[src/rtl/fetch_pkg.sv]
// Shared types and constants for the instruction fetch unit: FSM states,
// bus widths and the {pc, instr} prefetch queue entry.
package fetch_pkg;

   localparam int INSTR_W = 32;
   localparam int ADDR_W  = 32;

   typedef enum logic [1:0] {
      ST_IDLE = 2'd0,  // no request outstanding
      ST_WAIT = 2'd1,  // request outstanding, data will be kept
      ST_DROP = 2'd2   // request outstanding, data will be discarded
   } fetch_state_e;

   typedef struct packed {
      logic [ADDR_W-1:0]  pc;
      logic [INSTR_W-1:0] instr;
   } fetch_entry_t;

   // Word-addressed sequential successor, wrapping modulo 2^ADDR_W.
   function automatic logic [ADDR_W-1:0] next_pc(input logic [ADDR_W-1:0] pc);
      return pc + ADDR_W'(1);
   endfunction

endpackage

[src/rtl/instruction_fetch_unit_if.sv]
// Bundle of the fetch unit's external handshakes: instruction memory bus,
// branch redirect input and the valid/ready stream to decode.
interface instruction_fetch_unit_if;
   import fetch_pkg::*;

   logic               imem_req;
   logic [ADDR_W-1:0]  imem_addr;
   logic               imem_ack;
   logic [INSTR_W-1:0] imem_data;

   logic               redirect;
   logic [ADDR_W-1:0]  redirect_pc;

   logic               if_valid;
   logic               if_ready;
   logic [INSTR_W-1:0] if_instr;
   logic [ADDR_W-1:0]  if_pc;

   // Fetch unit side.
   modport master (
      output imem_req, imem_addr,
      input  imem_ack, imem_data,
      input  redirect, redirect_pc,
      output if_valid, if_instr, if_pc,
      input  if_ready
   );

   // Environment side: memory, branch logic and decode.
   modport slave (
      input  imem_req, imem_addr,
      output imem_ack, imem_data,
      output redirect, redirect_pc,
      input  if_valid, if_instr, if_pc,
      output if_ready
   );

endinterface

[src/rtl/fetch_queue.sv]
// Prefetch FIFO of {pc, instr} entries. Pointers carry one extra MSB so that
// full and empty are told apart without a separate occupancy register.
module fetch_queue
   import fetch_pkg::*;
#(
   parameter int DEPTH = 4
) (
   input  logic                   clock,
   input  logic                   reset_n,
   input  logic                   i_push,
   input  fetch_entry_t           i_push_entry,
   input  logic                   i_pop,
   input  logic                   i_flush,
   output logic [$clog2(DEPTH):0] o_count,
   output logic                   o_empty,
   output logic                   o_full,
   output fetch_entry_t           o_head
);

   localparam int AW = $clog2(DEPTH);

   fetch_entry_t  r_mem [DEPTH];
   logic [AW:0]   r_wr_ptr;
   logic [AW:0]   r_rd_ptr;

   // NOTE: the storage is reset so the head outputs read zero straight out of
   // reset; the array is small enough that this costs little.
   always_ff @(posedge clock or negedge reset_n) begin
      if (!reset_n) begin
         for (int i = 0; i < DEPTH; i++) begin
            r_mem[i] <= '0;
         end
      end else if (i_push && !i_flush) begin
         r_mem[r_wr_ptr[AW-1:0]] <= i_push_entry;
      end
   end

   // Flush wins over a simultaneous push or pop.
   always_ff @(posedge clock or negedge reset_n) begin
      if (!reset_n) begin
         r_wr_ptr <= '0;
         r_rd_ptr <= '0;
      end else if (i_flush) begin
         r_wr_ptr <= '0;
         r_rd_ptr <= '0;
      end else begin
         if (i_push) begin
            r_wr_ptr <= r_wr_ptr + (AW+1)'(1);
         end
         if (i_pop) begin
            r_rd_ptr <= r_rd_ptr + (AW+1)'(1);
         end
      end
   end

   assign o_count = r_wr_ptr - r_rd_ptr;
   assign o_empty = (r_wr_ptr == r_rd_ptr);
   assign o_full  = (r_wr_ptr[AW] != r_rd_ptr[AW]) &&
                    (r_wr_ptr[AW-1:0] == r_rd_ptr[AW-1:0]);
   assign o_head  = r_mem[r_rd_ptr[AW-1:0]];

endmodule

[src/rtl/instruction_fetch_unit.sv]
// Pipeline fetch front end: owns the fetch PC, keeps one instruction-memory
// request outstanding at a time and feeds decode from a prefetch queue.
module instruction_fetch_unit
   import fetch_pkg::*;
#(
   parameter int                DEPTH    = 4,
   parameter logic [ADDR_W-1:0] RESET_PC = 32'h0000_0000
) (
   input  logic                      clock,
   input  logic                      reset_n,
   instruction_fetch_unit_if.master  bus
);

   localparam int CW = $clog2(DEPTH) + 1;

   fetch_state_e      r_state;
   fetch_state_e      w_state_next;
   logic [ADDR_W-1:0] r_req_addr;
   logic [ADDR_W-1:0] w_req_addr_next;
   logic [ADDR_W-1:0] r_fetch_pc;
   logic [ADDR_W-1:0] w_fetch_pc_next;
   logic [ADDR_W-1:0] r_drop_pc;
   logic [ADDR_W-1:0] w_drop_pc_next;

   logic              w_push;
   logic              w_pop;
   logic              w_flush;
   logic              w_empty;
   logic              w_full;
   logic [CW-1:0]     w_count;
   logic [CW:0]       w_count_after;
   logic              w_room_after;
   fetch_entry_t      w_push_entry;
   fetch_entry_t      w_head;

   assign w_pop         = !w_empty && bus.if_ready;
   assign w_count_after = {1'b0, w_count} + (CW+1)'(1) - (CW+1)'(w_pop);
   assign w_room_after  = (w_count_after < (CW+1)'(DEPTH));
   assign w_push_entry  = '{pc: r_req_addr, instr: bus.imem_data};

   always_ff @(posedge clock or negedge reset_n) begin
      if (!reset_n) begin
         r_state    <= ST_IDLE;
         r_req_addr <= RESET_PC;
         r_fetch_pc <= RESET_PC;
         r_drop_pc  <= RESET_PC;
      end else begin
         r_state    <= w_state_next;
         r_req_addr <= w_req_addr_next;
         r_fetch_pc <= w_fetch_pc_next;
         r_drop_pc  <= w_drop_pc_next;
      end
   end

   // NOTE: every next-state value is defaulted to its current value first so
   // no path through the case statement leaves a latch behind.
   always_comb begin
      w_state_next    = r_state;
      w_req_addr_next = r_req_addr;
      w_fetch_pc_next = r_fetch_pc;
      w_drop_pc_next  = r_drop_pc;
      unique case (r_state)
         ST_IDLE: begin
            if (bus.redirect) begin
               w_state_next    = ST_WAIT;
               w_req_addr_next = bus.redirect_pc;
            end else if (!w_full) begin
               w_state_next    = ST_WAIT;
               w_req_addr_next = r_fetch_pc;
            end
         end
         ST_WAIT: begin
            if (bus.redirect) begin
               // An unacknowledged request cannot be withdrawn, so its data is
               // dropped when it arrives and the target is fetched afterwards.
               if (bus.imem_ack) begin
                  w_req_addr_next = bus.redirect_pc;
               end else begin
                  w_drop_pc_next = bus.redirect_pc;
                  w_state_next   = ST_DROP;
               end
            end else if (bus.imem_ack) begin
               w_fetch_pc_next = next_pc(r_req_addr);
               if (w_room_after) begin
                  w_req_addr_next = next_pc(r_req_addr);
               end else begin
                  w_state_next = ST_IDLE;
               end
            end
         end
         ST_DROP: begin
            if (bus.redirect) begin
               w_drop_pc_next = bus.redirect_pc;
            end
            if (bus.imem_ack) begin
               w_state_next    = ST_WAIT;
               w_req_addr_next = bus.redirect ? bus.redirect_pc : r_drop_pc;
            end
         end
         default: begin
            w_state_next = ST_IDLE;
         end
      endcase
   end

   // A redirect always empties the queue; data is kept only in WAIT.
   always_comb begin
      w_flush      = bus.redirect;
      w_push       = (r_state == ST_WAIT) && bus.imem_ack && !bus.redirect;
      bus.imem_req = (r_state != ST_IDLE);
   end

   assign bus.imem_addr = r_req_addr;
   assign bus.if_valid  = !w_empty;
   assign bus.if_instr  = w_head.instr;
   assign bus.if_pc     = w_head.pc;

   fetch_queue #(
      .DEPTH (DEPTH)
   ) u_queue (
      .clock        (clock),
      .reset_n      (reset_n),
      .i_push       (w_push),
      .i_push_entry (w_push_entry),
      .i_pop        (w_pop),
      .i_flush      (w_flush),
      .o_count      (w_count),
      .o_empty      (w_empty),
      .o_full       (w_full),
      .o_head       (w_head)
   );

endmodule

[src/flat_wrapper.sv]
// flat-port wrapper written by rule: the top's interface ports become plain ports
module instruction_fetch_unit_flat import fetch_pkg::*;
#(
   parameter int                DEPTH    = 4,
   parameter logic [ADDR_W-1:0] RESET_PC = 32'h0000_0000
)
  (clock, reset_n, bus_imem_req, bus_imem_addr, bus_imem_ack, bus_imem_data, bus_redirect, bus_redirect_pc, bus_if_valid, bus_if_instr, bus_if_pc, bus_if_ready);
  instruction_fetch_unit_if bus_i ();
  input  logic clock;
  input  logic reset_n;
  output wire logic [$bits(bus_i.imem_req)-1:0] bus_imem_req;
  output wire logic [$bits(bus_i.imem_addr)-1:0] bus_imem_addr;
  input wire logic [$bits(bus_i.imem_ack)-1:0] bus_imem_ack;
  input wire logic [$bits(bus_i.imem_data)-1:0] bus_imem_data;
  input wire logic [$bits(bus_i.redirect)-1:0] bus_redirect;
  input wire logic [$bits(bus_i.redirect_pc)-1:0] bus_redirect_pc;
  output wire logic [$bits(bus_i.if_valid)-1:0] bus_if_valid;
  output wire logic [$bits(bus_i.if_instr)-1:0] bus_if_instr;
  output wire logic [$bits(bus_i.if_pc)-1:0] bus_if_pc;
  input wire logic [$bits(bus_i.if_ready)-1:0] bus_if_ready;
  assign bus_imem_req = bus_i.imem_req;
  assign bus_imem_addr = bus_i.imem_addr;
  assign bus_i.imem_ack = bus_imem_ack;
  assign bus_i.imem_data = bus_imem_data;
  assign bus_i.redirect = bus_redirect;
  assign bus_i.redirect_pc = bus_redirect_pc;
  assign bus_if_valid = bus_i.if_valid;
  assign bus_if_instr = bus_i.if_instr;
  assign bus_if_pc = bus_i.if_pc;
  assign bus_i.if_ready = bus_if_ready;
  instruction_fetch_unit #(.DEPTH(DEPTH), .RESET_PC(RESET_PC)) u_core (.clock(clock), .reset_n(reset_n), .bus(bus_i));
endmodule
[config.mk]
export PLATFORM = sky130hd
export DESIGN_NAME = instruction_fetch_unit_flat
export DESIGN_NICKNAME = d
export VERILOG_FILES = /design/src/rtl/fetch_pkg.sv /design/src/rtl/instruction_fetch_unit_if.sv /design/src/rtl/fetch_queue.sv /design/src/rtl/instruction_fetch_unit.sv /design/src/flat_wrapper.sv
export SDC_FILE = /design/constraint.sdc
export NUM_CORES = 1
export LEC_CHECK = 0
export CAP_MARGIN = 10
export CORE_ASPECT_RATIO = 2
export CORE_UTILIZATION = 50
export DETAILED_ROUTE_END_ITERATION = 10
export GPL_TIMING_DRIVEN = 1
export PLACE_DENSITY = 0.79
export SLEW_MARGIN = 5
export SYNTH_ARGS = -nofsm -noshare
export SYNTH_HDL_FRONTEND = slang
export SYNTH_SLANG_ARGS = --single-unit
[constraint.sdc]
create_clock -name clock -period 8.6 [get_ports clock]
set_clock_uncertainty 0.05 [all_clocks]
set_input_delay 2.15 -clock clock [delete_from_list [all_inputs] [get_ports clock]]
set_output_delay 2.15 -clock clock [all_outputs]
set_load 0.01 [all_outputs]
==> results.md, run 1 <==
- Post-synth top area share: 0.510
- Unrepaired setup endpoints after global routing: no
- Area contributors post-synth: dfrtp_1, mux2_2, mux4_2, nand2_1, o21ai_0
- Clock tree from TritonCTS: done
- Placeable core area: 0.0348 mm^2
- First-pass GRT wire length: 69,100 um
- Final Max Tran Viols: 0
- TritonCTS Buffers: 34
- # DRC: 0
- Post-CTS setup-driven buffer insertion count: 0
- Most common library cells after synthesis: dfrtp_1, mux2_2, nand2_1, o21ai_0, mux4_2
- Final Wtd Congestion: 0.867
- Cell accounting for the most synthesized area: dfrtp_1
- Synthesized-area fraction occupied by ao, oa, aoi and oai cells: 0.0891
- Total negative setup slack: 0 ns
- Total track usage: 0.249
- Final cycle utilization of the critical path: 0.631
- Number of cells produced by synthesis: 1,384
- Required arrival time at the worst endpoint: 6.40 ns
- Area fraction in and, or, nand and nor cells after synthesis: 0.0710
- Register area share after synthesis: 0.510
- Root Buffer Master: clkbuf_16
- Syn avg cell area: 12.8 um^2
- Largest family of logic cells by synthesized area: multiplexers
- Clock transition at the registers of the reported paths: 0.06 ns
- Cell leakage power: 9.01 nW
- Number of buffers added to fix hold violations after cts: 0
- Synth Area in XOR/XNOR: 0.0182
- Cell with the most instances after synthesis: dfrtp_1
- Syn. warnings: 0
- Combinational share of power: 0.389
- Share of async-settable or async-resettable flops after synthesis: 1.00
- Adder and majority gate portion of the synthesized area: 0.00964
- Post-route insts no fill: 1,952
- Total internal power: 4.80 mW
- IR drop worst, VDD: 0.000238 V
- Net count after synthesis: 1,466
- Total number of vias: 12,100
- Min Clock Period, post-route: 5.43 ns
- Switching share of total power: 0.346
- Top FF cell, synth: dfrtp_1
- Die height: 268 um
- Full die area: 0.0361 mm^2
- Routed vias/inst: 6.19
- CTS Buffer Depth: 3
- CP startpoint kind: register
- Antenna Nets Post-Route: 0
- Total power density per cell area: 356 mW/mm^2
- Post-synth EDFFs: 0
- Run status: finished clean
- Via count of the first global-routing pass: 12,700
- Number of design-rule violations left by the first detailed-router iteration: 793
- Area overhead of the layout relative to synthesis: 17.0%
- P_sw: 2.54 mW
- Worst min-delay path class: register to register
- Initial core utilization: 0.507
- Clock insertion delay at the later pin of the skew report: 0.53 ns
- Post-DP HPWL: 28,100 um
- Remaining Overflow, GRT: 0
- Kind of end point of the critical path: output port
- CP Class: register to output port
- Remaining max-slew budget at the tightest pin: 0.211
- Floorplan row count: 97
- Average wire per standard cell: 22.6 um
- Number of flip-flops and latches in the synthesized netlist: 360
- Sink Count: 360
- Data arrival time of the critical path: 3.23 ns
- Initial antenna violation count: 4
- Slew at the pin closest to its max-slew limit: 1.18 ns
- Crit-path max FO: 49
- Ports placed on the boundary: 167
- Share of power burned in registers: 0.396
- Number of hold violations in the final report: 0
- Maximum number of pins on one net before global-route repair: 169
- Endpoints failing setup: 0
- Post-synth cell types: 67
- Number of levels in the clock H-tree: 2
- Net total in the final layout: 1,561
- Multiplexer share of the synthesized area: 0.267
- # placed instances: 1,888
- Synth Cell Area: 0.0176 mm^2
- Max Freq: 184 MHz
- Cells resized by post-CTS repair: 0
- Flop2flop setup slack: 4.91 ns
- Count of input and output buffers: 166
- Share of post-route cells with drive strength above 1: 0.293
- Clock share of power: 0.215
- Maximum capacitance violations: 0
- Die outline width: 135 um
- Number of detailed-routing iterations run before antenna repair: 5
- Routed wire length: 44,100 um
[through the flow]
stage / worst slack, ns / util / hold WS, ns / cell area (um^2) / total power [mW]
floorplan: 4.72 / - / 0.395 / 17600 / 4.62
global placement: 3.67 / 0.559 / 0.407 / 19500 / 5.62
detailed placement: 3.64 / 0.559 / 0.419 / 19500 / 5.78
CTS: 3.08 / 0.592 / 0.433 / 20600 / 7.37
global route: 2.95 / 0.593 / 0.454 / 20600 / 7.73
finish: 3.17 / 0.593 / 0.433 / 20600 / 7.34
[path summary, 6_finish.rpt]
check                                                        from                                     to  cells after the start
hold / removal              u_core.u_queue.r_mem[178]$_DFFE_PN0P_  u_core.u_queue.r_mem[178]$_DFFE_PN0P_                      2
max in group asynchronous                                 reset_n  u_core.u_queue.r_mem[130]$_DFFE_PN0P_                      2
hold reg to reg             u_core.u_queue.r_mem[178]$_DFFE_PN0P_  u_core.u_queue.r_mem[178]$_DFFE_PN0P_                      2
setup reg to reg           u_core.u_queue.r_rd_ptr[1]$_DFFE_PN0P_    u_core.bus.imem_addr[8]$_DFFE_PN0P_                      5
min in group asynchronous                                 reset_n  u_core.u_queue.r_mem[103]$_DFFE_PN0P_                      1
setup / recovery           u_core.u_queue.r_rd_ptr[0]$_DFFE_PN0P_                       bus_if_instr[29]                      3
[power by group through the flow]
stage | Sequential (mW) | Combinational, mW | Clock [mW]
4_1_cts | 2.90 | 2.87 | 1.61
6_report | 2.90 | 2.86 | 1.58
2_1_floorplan | 2.61 | 2.01 | 0
5_1_grt | 2.98 | 3.08 | 1.67
3_5_place_dp | 2.92 | 2.85 | 0
3_3_place_gp | 2.88 | 2.75 | 0
[logic make-up after synthesis]
logic type	Yosys count
flops	360
fa+ha+maj	13
compound gates	230
mux	356
buf+inv	135
xor+xnor	35
simple gates	255
[worst max-delay path, stage by stage, from the launching register on]
cell and delay (ns):
dfrtp_4 0.66, buf_4 0.81, mux4_2 0.61, clkdlybuf4s50_1 0.53
[placed cells by master (no fill, tap or decap), drive strengths merged, types with 4 or more instances in the layout]
cell type	count
dfrtp	360
mux2	279
clkdlybuf4s50	164
nand2	117
o21ai	94
mux4	64
clkbuf	48
nor2	34
xnor2	26
nand3	24
and2	20
a21oi	20
nor3	18
a211oi	17
inv	17
a221oi	15
buf	14
mux2i	13
a21o	13
o31ai	13
ha	12
nor4	11
xor2	8
a221o	8
nor2b	6
nand4	6
o2bb2ai	6
o31a	6
a31oi	5
a32o	5
clkinv	5
diode	4
nand2b	4
and4	4
and3	4
o32ai	4
o41ai	4
a22o	4
[registers in the layout (all words and copies together) (netlist names)]
register	cells
u_core.u_queue.r_wr_ptr	3
u_core.r_state	2
u_core.u_queue.r_rd_ptr	3
u_core.r_fetch_pc	32
u_core.u_queue.r_mem	256
u_core.r_drop_pc	32
u_core.bus.imem_addr	32
[cell type report]
cell class,instances,area (um^2)
diodes,4,10.0
clock buffers,48,1020
clock inverters,12,150
fillers,2730,14200
inverters,16,60.1
multi-input cells,889,8070
flip-flops and latches,360,9020
well taps,445,557
repair buffers,178,1760
[layer usage]
| layer | vias up | part of all wire | track usage |
|---|---|---|---|
| met1 | 6227 | 0.38 | 0.290 |
| met4 | 0 | 0.055 | 0.161 |
| met5 | - | 0 | 0 |
| li1 | 5290 | - | - |
| met2 | 443 | 0.52 | 0.431 |
| met3 | 129 | 0.044 | 0.0278 |
Note: power is estimated with default switching activity, not from simulation.
==> run 2, diff against run 1 <==
--- a/config.mk
+++ b/config.mk
@@ -10,7 +10,7 @@
 export CORE_UTILIZATION = 50
 export DETAILED_ROUTE_END_ITERATION = 10
 export GPL_TIMING_DRIVEN = 1
-export PLACE_DENSITY = 0.79
+export PLACE_DENSITY = 0.82
 export SLEW_MARGIN = 5
 export SYNTH_ARGS = -nofsm -noshare
 export SYNTH_HDL_FRONTEND = slang
==> constraint.sdc (replaced) <==
create_clock -name clock -period 4.4 [get_ports clock]
set_clock_uncertainty 0.05 [all_clocks]
set_input_delay 1.1 -clock clock [delete_from_list [all_inputs] [get_ports clock]]
set_output_delay 1.1 -clock clock [all_outputs]
set_load 0.01 [all_outputs]
==> run 2 against run 1 <==
Against the previous run: register-to-register slack got worse by 3.8 ns; cell count increased by 0.82%; clock-buffer cell count decreased by 2; power increased by 95%; routed wire length increased by 1.2%; non-clock buffer count increased by 17; sequential cell count unchanged; setup slack got worse by 2.6 ns; clock power increased by 89%.
==> results.md, run 2 (synthesis results as in run 1) <==
- Run status: finished clean (unchanged)
- Clock share of power: 0.209 (was 0.215)
- Total power density per cell area: 688 mW/mm^2 (was 356 mW/mm^2)
- Combinational share of power: 0.397 (was 0.389)
- Max Freq: 259 MHz
- CTS Buffer Depth: 3 (unchanged)
- Net total in the final layout: 1,578 (was 1,561)
- P_sw: 5.01 mW (was 2.54 mW)
- IR drop worst, VDD: 0.000395 V (was 0.000238 V)
- Area overhead of the layout relative to synthesis: 18.0% (was 17.0%)
- End of the worst hold path: u_core.r_fetch_pc[24]$_DFFE_PN0P_ (was u_core.u_queue.r_mem[178]$_DFFE_PN0P_)
- Most used cells in the layout excluding fill and tap cells: dfrtp_1, mux2_2, clkdlybuf4s50_1 (unchanged)
- Routed vias/inst: 6.23 (was 6.19)
- Final cycle utilization of the critical path: 0.878
- Least setup slack across all paths after layout: 0.535 ns (was 3.17 ns)
- Cells resized by post-CTS repair: 0 (unchanged)
- Number of detailed-routing iterations run before antenna repair: 5 (unchanged)
- Switching share of total power: 0.349 (was 0.346)
- Worst min-delay path class: register to register (unchanged)
- Initial core utilization: 0.507 (unchanged)
- Placeable core area: 0.0348 mm^2 (unchanged)
- Most flop-heavy register: u_core.u_queue.r_mem (unchanged)
- Total negative setup slack: 0 ns (unchanged)
- Post-DP HPWL: 29,100 um (was 28,100 um)
- Cell leakage power: 9.13 nW (was 9.01 nW)
- Pre-CTS WS: 0.937 ns (was 3.64 ns)
- Number of levels in the clock H-tree: 2 (unchanged)
- Initial antenna violation count: 3 (was 4)
- Kind of end point of the critical path: output port (unchanged)
- # DRC: 0 (unchanged)
- Number of buffers added to fix hold violations after cts: 0 (unchanged)
- Die outline width: 135 um (unchanged)
- Post-route insts no fill: 1,968 (was 1,952)
- Flop2flop setup slack: 1.11 ns (was 4.91 ns)
- Worst reg-to-reg path cell count: 6 (was 5)
- Number of hold violations in the final report: 0 (unchanged)
- Min Clock Period, post-route: 3.87 ns
- Total number of vias: 12,300 (was 12,100)
- CP Class: register to output port (unchanged)
- Minimum hold slack: 0.431 ns (was 0.433 ns)
- Remaining Overflow, GRT: 0 (unchanged)
- Crit-path max FO: 20 (was 49)
- Maximum capacitance violations: 0 (unchanged)
- Required arrival time at the worst endpoint: 3.25 ns (was 6.40 ns)
- Clock tree from TritonCTS: done (unchanged)
- Average wire per standard cell: 22.7 um (was 22.6 um)
- Root Buffer Master: clkbuf_16 (unchanged)
- Floorplan row count: 97 (unchanged)
- Hold-critical path depth: 2 (unchanged)
- Clock insertion delay at the later pin of the skew report: 0.53 ns (about the same)
- Maximum number of pins on one net before global-route repair: 81 (was 169)
- Endpoint of the lowest-slack register-to-register path: u_core.bus.imem_addr[3]$_DFFE_PN0P_ (was u_core.bus.imem_addr[8]$_DFFE_PN0P_)
- Unrepaired setup endpoints after global routing: no (unchanged)
- Data arrival time of the critical path: 2.72 ns (was 3.23 ns)
- Total track usage: 0.253 (was 0.249)
- Number of flip-flops in the largest register: 256 (unchanged)
- Startpoint of the tightest hold check path: u_core.r_fetch_pc[24]$_DFFE_PN0P_ (was u_core.u_queue.r_mem[178]$_DFFE_PN0P_)
- Routed wire length: 44,700 um (was 44,100 um)
- Final Max Tran Viols: 0 (unchanged)
- Full die area: 0.0361 mm^2 (unchanged)
- Startpoint of the worst-slack reg-to-reg timing path: u_core.u_queue.r_rd_ptr[0]$_DFFE_PN0P_ (was u_core.u_queue.r_rd_ptr[1]$_DFFE_PN0P_)
- Die height: 268 um (unchanged)
- Ports placed on the boundary: 167 (unchanged)
- First-pass GRT wire length: 70,000 um (was 69,100 um)
- TritonCTS Buffers: 34 (unchanged)
- Endpoints failing setup: 0 (unchanged)
- Sink Count: 360 (unchanged)
- Total power consumption of the routed design: 14.3 mW (was 7.34 mW)
- Antenna Nets Post-Route: 0 (unchanged)
- Total internal power: 9.32 mW (was 4.80 mW)
- Remaining max-slew budget at the tightest pin: 0.200 (was 0.211)
- Share of post-route cells with drive strength above 1: 0.301 (was 0.293)
- Final Wtd Congestion: 0.851 (was 0.867)
- # placed instances: 1,905 (was 1,888)
- Slew at the pin closest to its max-slew limit: 1.20 ns (was 1.18 ns)
- Number of design-rule violations left by the first detailed-router iteration: 769 (was 793)
- Via count of the first global-routing pass: 13,000 (was 12,700)
- Post-CTS setup-driven buffer insertion count: 0 (unchanged)
- CP startpoint kind: register (unchanged)
- Most common cell after layout, fill and taps aside: dfrtp_1 (unchanged)
- Fillers: 2,705 (was 2,730)
- Clock transition at the registers of the reported paths: 0.07 ns (was 0.06 ns)
- Share of power burned in registers: 0.394 (was 0.396)
- Count of input and output buffers: 166 (unchanged)
[run 2: how the worst max path moves through the flow]
stage	cells after the start	end	slack, ns	startpoint
after floorplan	3	bus_if_instr[10]	1.57	u_core.u_queue.r_rd_ptr[0]$_DFFE_PN0P_
after global placement	5	u_core.bus.imem_addr[11]$_DFFE_PN0P_	1.05	bus_if_ready
after detailed placement	5	u_core.bus.imem_addr[3]$_DFFE_PN0P_	0.94	bus_if_ready
after CTS	3	bus_if_instr[29]	0.46	u_core.u_queue.r_rd_ptr[0]$_DFFE_PN0P_
after global routing	3	bus_if_instr[29]	0.37	u_core.u_queue.r_rd_ptr[0]$_DFFE_PN0P_
final	3	bus_if_instr[29]	0.53	u_core.u_queue.r_rd_ptr[0]$_DFFE_PN0P_
[run 2: worst max-delay path, stage by stage, from the launching register on]
cell             delay [ns]
dfrtp_4                0.68
buf_4                  0.43
mux4_2                 0.56
clkdlybuf4s50_1        0.50
[run 2: layout make-up]
cell class	count	area, um^2	share of cell area
multi-input cells	889	8070	0.388
diodes	2	5.00	0.000240
flip-flops and latches	360	9020	0.433
repair buffers	195	1990	0.0956
clock inverters	15	158	0.00757
inverters	16	60.1	0.00288
clock buffers	46	967	0.0464
well taps	445	557	0.0267
[run 2: metrics by stage]
stage               instance area (um^2)   util
floorplan                          17600      -
detailed placement                 19700  0.566
CTS                                20800  0.598
global placement                   19700  0.566
global route                       20800  0.598
finish                             20800  0.598
[run 2: power by group through the flow]
stage               combinational, mW  clock, mW  sequential (mW)
floorplan                        3.93          0             5.10
global placement                 5.48          0             5.57
detailed placement               5.67          0             5.67
CTS                              5.69       3.06             5.62
global route                     6.15       3.17             5.78
finish                           5.69       2.99             5.64
[run 2: per-layer routing]
layer / GRT usage / vias up / routed length [um]
li1: - / 5309 / -
met1: 0.283 / 6320 / 16100
met2: 0.451 / 474 / 23900
met3: 0.0305 / 161 / 2170
met4: 0.158 / 2 / 2470
met5: 0 / - / 8
==> run 3, diff against run 2 <==
--- a/config.mk
+++ b/config.mk
@@ -9,8 +9,9 @@
 export CORE_ASPECT_RATIO = 2
 export CORE_UTILIZATION = 50
 export DETAILED_ROUTE_END_ITERATION = 10
+export DONT_BUFFER_PORTS = 1
 export GPL_TIMING_DRIVEN = 1
-export PLACE_DENSITY = 0.82
+export PLACE_DENSITY = 0.68
 export SLEW_MARGIN = 5
 export SYNTH_ARGS = -nofsm -noshare
 export SYNTH_HDL_FRONTEND = slang
==> run 3 against run 2 <==
Against the previous run: via count shrank 8.4%; design area fell by 8.5%; global-route usage fell by 0.64 points; register-to-register slack gained 0.30 ns.
==> results.md, run 3 (synthesis results as in run 1) <==
- Average wire per standard cell: 24.1 um (was 22.7 um)
- Fillers: 2,883 (was 2,705)
- Area overhead of the layout relative to synthesis: 8.05% (was 18.0%)
- Remaining max-slew budget at the tightest pin: 0.0680 (was 0.200)
- Switching share of total power: 0.354 (was 0.349)
- Cells resized by post-CTS repair: 0 (unchanged)
- Unrepaired setup endpoints after global routing: no (unchanged)
- Placeable core area: 0.0348 mm^2 (unchanged)
- Number of flip-flops in the largest register: 256 (unchanged)
- Min Clock Period, post-route: 3.51 ns (was 3.87 ns)
- Total power density per cell area: 693 mW/mm^2 (was 688 mW/mm^2)
- Cell leakage power: 8.45 nW (was 9.13 nW)
- Kind of end point of the critical path: output port (unchanged)
- Final Wtd Congestion: 0.828 (was 0.851)
- Sink Count: 360 (unchanged)
- Antenna Nets Post-Route: 0 (unchanged)
- Worst min-delay path class: input port to asynchronous set/reset pin (was register to register)
- Final cycle utilization of the critical path: 0.798 (was 0.878)
- Endpoints failing setup: 0 (unchanged)
- Run status: finished clean (unchanged)
- Max Freq: 285 MHz (was 259 MHz)
- CP Class: register to output port (unchanged)
- Die outline width: 135 um (unchanged)
- Share of post-route cells with drive strength above 1: 0.335 (was 0.301)
- First-pass GRT wire length: 67,500 um (was 70,000 um)
- Floorplan row count: 97 (unchanged)
- Root Buffer Master: clkbuf_16 (unchanged)
- Antenna Diode Count: 0 (was 2)
- Combinational share of power: 0.344 (was 0.397)
- Count of input and output buffers: 0 (was 166)
- CTS Buffer Depth: 3 (unchanged)
- Total number of vias: 11,200 (was 12,300)
- Clock insertion delay at the later pin of the skew report: 0.53 ns (about the same)
- Most common cell after layout, fill and taps aside: dfrtp_1 (unchanged)
- Number of levels in the clock H-tree: 2 (unchanged)
- Peak per-stage delay on the critical path: 0.67 ns (was 0.68 ns)
- Initial antenna violation count: 0 (was 3)
- # DRC: 0 (unchanged)
- Clock share of power: 0.230 (was 0.209)
- Remaining Overflow, GRT: 0 (unchanged)
- IR drop worst, VDD: 0.000451 V (was 0.000395 V)
- Maximum capacitance violations: 0 (unchanged)
- Routed vias/inst: 6.25 (was 6.23)
- Number of design-rule violations left by the first detailed-router iteration: 657 (was 769)
- Most flop-heavy register: u_core.u_queue.r_mem (unchanged)
- Clock transition at the registers of the reported paths: 0.06 ns (was 0.07 ns)
- Via count of the first global-routing pass: 11,900 (was 13,000)
- Final Max Tran Viols: 0 (unchanged)
- TritonCTS Buffers: 35 (was 34)
- Total track usage: 0.246 (was 0.253)
- Clock tree from TritonCTS: done (unchanged)
- Initial core utilization: 0.507 (unchanged)
- Data arrival time of the critical path: 2.36 ns (was 2.72 ns)
- Critical Path, Cell by Cell: buf_4, mux4_2 (was buf_4, mux4_2, clkdlybuf4s50_1)
- CP startpoint kind: register (unchanged)
- Pre-CTS WS: 1.28 ns (was 0.937 ns)
- Routed wire length: 43,200 um (was 44,700 um)
- Most used cells in the layout excluding fill and tap cells: dfrtp_1, mux2_2, nand2_1 (was dfrtp_1, mux2_2, clkdlybuf4s50_1)
- Maximum number of pins on one net before global-route repair: 361 (was 81)
- Net total in the final layout: 1,411 (was 1,578)
- Slowest-stage cell, CP: buf_4 (was dfrtp_4)
- Ports placed on the boundary: 167 (unchanged)
- Total negative setup slack: 0 ns (unchanged)
- Share of power burned in registers: 0.426 (was 0.394)
- Full die area: 0.0361 mm^2 (unchanged)
- Post-DP HPWL: 27,500 um (was 29,100 um)
- Required arrival time at the worst endpoint: 3.25 ns (about the same)
- P_sw: 4.68 mW (was 5.01 mW)
- Number of hold violations in the final report: 0 (unchanged)
- Least setup slack across all paths after layout: 0.890 ns (was 0.535 ns)
- Crit-path max FO: 47 (was 20)
- Die height: 268 um (unchanged)
- Number of buffers added to fix hold violations after cts: 0 (unchanged)
- Post-CTS setup-driven buffer insertion count: 0 (unchanged)
- Slew at the pin closest to its max-slew limit: 1.40 ns (was 1.20 ns)
- Number of detailed-routing iterations run before antenna repair: 5 (unchanged)
- Total internal power: 8.55 mW (was 9.32 mW)
==> run 3: cell type report <==
cell class | count | area [um^2] | area share
flip-flops and latches | 360 | 9020 | 0.473
multi-input cells | 889 | 8070 | 0.423
clock buffers | 48 | 1040 | 0.0544
clock inverters | 11 | 111 | 0.00584
well taps | 445 | 557 | 0.0292
inverters | 16 | 60.1 | 0.00315
repair buffers | 27 | 215 | 0.0113
==> run 3: metrics by stage <==
stage	power [mW]	area (um^2)	util	hold slack, ns	std cells
3_3_place_gp	10.1	17900	0.514	0.408	1737
4_1_cts	13.4	19100	0.547	0.208	1796
2_1_floorplan	9.02	17600	-	0.395	1384
5_1_grt	14.0	19100	0.547	0.200	1796
3_5_place_dp	10.3	17900	0.514	0.419	1737
6_report	13.2	19100	0.547	0.223	1796
==> run 3: critical path: cells and delay by family (launching register included) <==
family | cells | cell delay (ns)
buf+inv | 1 | 0.67
flops | 1 | 0.65
mux | 1 | 0.48
==> run 3: per-layer routing <==
| metal | vias up | routed length, um | GRT usage |
|---|---|---|---|
| met4 | 0 | 2250 | 0.135 |
| li1 | 4970 | - | - |
| met5 | - | 0 | 0 |
| met1 | 5824 | 15500 | 0.267 |
| met2 | 336 | 22900 | 0.440 |
| met3 | 101 | 2610 | 0.0532 |
==> run 3: worst paths after layout <==
path / from / to / slack [ns] / depth (start not counted)
setup / recovery: u_core.u_queue.r_rd_ptr[1]$_DFFE_PN0P_ / bus_if_pc[26] / 0.89 / 2
hold / removal: reset_n / u_core.u_queue.r_mem[220]$_DFFE_PN0P_ / 0.22 / 0
setup reg to reg: u_core.u_queue.r_wr_ptr[0]$_DFFE_PN0P_ / u_core.bus.imem_addr[16]$_DFFE_PN0P_ / 1.41 / 8
hold reg to reg: u_core.r_fetch_pc[24]$_DFFE_PN0P_ / u_core.r_fetch_pc[24]$_DFFE_PN0P_ / 0.43 / 2
max in group asynchronous: reset_n / u_core.u_queue.r_rd_ptr[0]$_DFFE_PN0P_ / 2.85 / 0
min in group clock: u_core.r_fetch_pc[24]$_DFFE_PN0P_ / u_core.r_fetch_pc[24]$_DFFE_PN0P_ / 0.43 / 2
==> run 3: power by group through the flow <==
stage / Sequential, mW / Combinational (mW) / Clock (mW)
finish: 5.64 / 4.54 / 3.04
global route: 5.81 / 4.96 / 3.25
CTS: 5.64 / 4.58 / 3.13
detailed placement: 5.70 / 4.57 / 0
global placement: 5.62 / 4.44 / 0
floorplan: 5.10 / 3.93 / 0
==> RTL change: new RTL, settings of run 3 <==
`DEPTH` is set to 4 in 3 places; all go to 16.
--- a/src/rtl/fetch_queue.sv
+++ b/src/rtl/fetch_queue.sv
@@ -3,7 +3,7 @@
 module fetch_queue
    import fetch_pkg::*;
 #(
-   parameter int DEPTH = 4
+   parameter int DEPTH = 16
 ) (
    input  logic                   clock,
    input  logic                   reset_n,
--- a/src/rtl/instruction_fetch_unit.sv
+++ b/src/rtl/instruction_fetch_unit.sv
@@ -3,7 +3,7 @@
 module instruction_fetch_unit
    import fetch_pkg::*;
 #(
-   parameter int                DEPTH    = 4,
+   parameter int                DEPTH    = 16,
    parameter logic [ADDR_W-1:0] RESET_PC = 32'h0000_0000
 ) (
    input  logic                      clock,
--- a/src/flat_wrapper.sv
+++ b/src/flat_wrapper.sv
@@ -1,7 +1,7 @@
 // flat-port wrapper written by rule: the top's interface ports become plain ports
 module instruction_fetch_unit_flat import fetch_pkg::*;
 #(
-   parameter int                DEPTH    = 4,
+   parameter int                DEPTH    = 16,
    parameter logic [ADDR_W-1:0] RESET_PC = 32'h0000_0000
 )
   (clock, reset_n, bus_imem_req, bus_imem_addr, bus_imem_ack, bus_imem_data, bus_redirect, bus_redirect_pc, bus_if_valid, bus_if_instr, bus_if_pc, bus_if_ready);
Formal check against the unedited RTL: same outputs for any inputs over 4 cycles, from zero or initial values and one cycle with reset_n low; that may be too few to reach the edited logic, so the function may still have changed.
==> RTL change against run 3 <==
Sequential cell count increased by 772; sequential share of layout area increased by 2.8 points; maximum frequency fell by 17%; clock power increased to 3.0 times the old value; area after synthesis increased to 2.9 times the old value; setup slack got worse by 0.72 ns; routed wire length rose to 3.0 times the old value; combinational power grew 59%; total power is 120% higher; cell area rose to 3.0 times the old value; critical endpoint is now bus_if_pc[28]; largest power group unchanged.
==> RTL change: results (changes against run 3) <==
leak pwr: 0.02653 uW (+210%)
hpwl dp: 72.17 mm (+160%)
Gate power share: 25.1% (-9.3 points)
post-place setup slack: 0.07386 ns (-1.207 ns)
GRT Resource Usage Total: 25.12% (+0.50 points)
Worst setup EP type: primary output
worst setup path endpoint: bus_if_pc[28]
Clk pwr share: 31.3% (+8.3 points)
final hold slack: 0.05696 ns (-0.1660 ns)
H-Tree Depth: 3 (+1)
FF-to-FF Start: u_core.u_queue.r_wr_ptr[0]
peak supply drop: 0.5665 mV (+26%)
Slew HR: 21.11% (+14 points)
post-synthesis adder-cell area fraction: 0.4734% (-0.49 points)
syn_nets: 3594 (+150%)
Async SR Flop Fraction: 100.0% (unchanged)
fraction of layout cells with a size suffix above 1: 43.84% (+10 points)
first-pass GRT wire length: 199.0 mm (+190%)
xor and xnor fraction of the mapped netlist area: 0.6763% (-1.1 points)
CTS Buffer Depth: 3 (unchanged)
most frequent cells after synthesis: dfrtp_1, mux2_2, mux4_2
vias in the first global route: 32.17k (+170%)
DP Area: 53160 um^2 (+200%)
routed vias: 29.53k (+160%)
non-filler cells, final: 4796 (+170%)
compound-gate portion of the synthesized area: 3.963% (-4.9 points)
post-synthesis mux area share: 34.26% (+7.6 points)
Clock Latency Late Sink: 0.71 ns (+0.18 ns)
fin nets: 3462 (+150%)
global placer's final weighted congestion: 0.8409 (+1.6%)
largest net degree at the start of global routing: 216 (-40%)
status: finished, final reports clean
R2R setup slack: 0.44 ns (-0.97 ns)
Fmax: 0.2366 GHz (-17%)
Yosys cell types: 68 (+1.5%)
syn_area_per_cell: 14.78 um^2 (+16%)
CP startpoint: u_core.u_queue.r_rd_ptr[2]
DRT iter0 DRCs: 1744 (+170%)
Reg2Reg Depth: 14 (+6)
CTS-repair resized insts: 0 (unchanged)
Logic power comb: 7220 uW (+59%)
Reg clk slew, reported paths: 0.07 ns
worst reg2reg endpoint: u_core.bus.imem_addr[1]
Layout fillers: 8141 (+180%)
hold_buf cts: 6 (+6)
clock buffer count from CTS: 99 (+180%)
most area-consuming cells after synthesis: dfrtp_1, mux2_2, mux4_2
CP arrival: 3.08 ns (+0.72 ns)
Seq/Total Area, Yosys: 54.68% (+3.6 points)
CP max FO: 36 (-23%)
DRT Wirelength: 127.8 mm (+200%)
initial antenna violation count: 1 (+1)
max reg flops: 1024 (+300%)
Placed Cells: 4611 (+170%)
Sw Share: 31.42% (-3.9 points)
==> RTL change: changes by cell type after synthesis, sizes merged, moves of 64 or more <==
cell	delta
o21ai	+122
dfrtp	+772
mux4	+256
mux2	+650
buf	+64
clkbuf	+136
nand2	+117
==> RTL change: layout make-up <==
| cell class | instances | area (um^2) | area share (%) |
|---|---|---|---|
| antenna | 1 | 2.502 | 0.004425 |
| tap | 1344 | 1682 | 2.974 |
| clock inverter | 37 | 447.9 | 0.7922 |
| inverter | 26 | 102.6 | 0.1814 |
| timing repair buffer | 86 | 953.4 | 1.686 |
| sequential | 1132 | 28340 | 50.12 |
| clock buffer | 141 | 2867 | 5.069 |
| multi-input combinational | 2029 | 22150 | 39.18 |
==> RTL change: critical path, stage by stage (launching register included) <==
cell	delay [ns]
dfrtp_4	0.40
buf_4	0.67
buf_4	0.70
mux4_2	0.53
==> RTL change: per-layer routing <==
metal  part of all wire, %  GRT usage, %
met5                     0             0
met2                    52         44.12
met4                   2.8         8.267
met1                    40         30.87
met3                   5.2         4.909
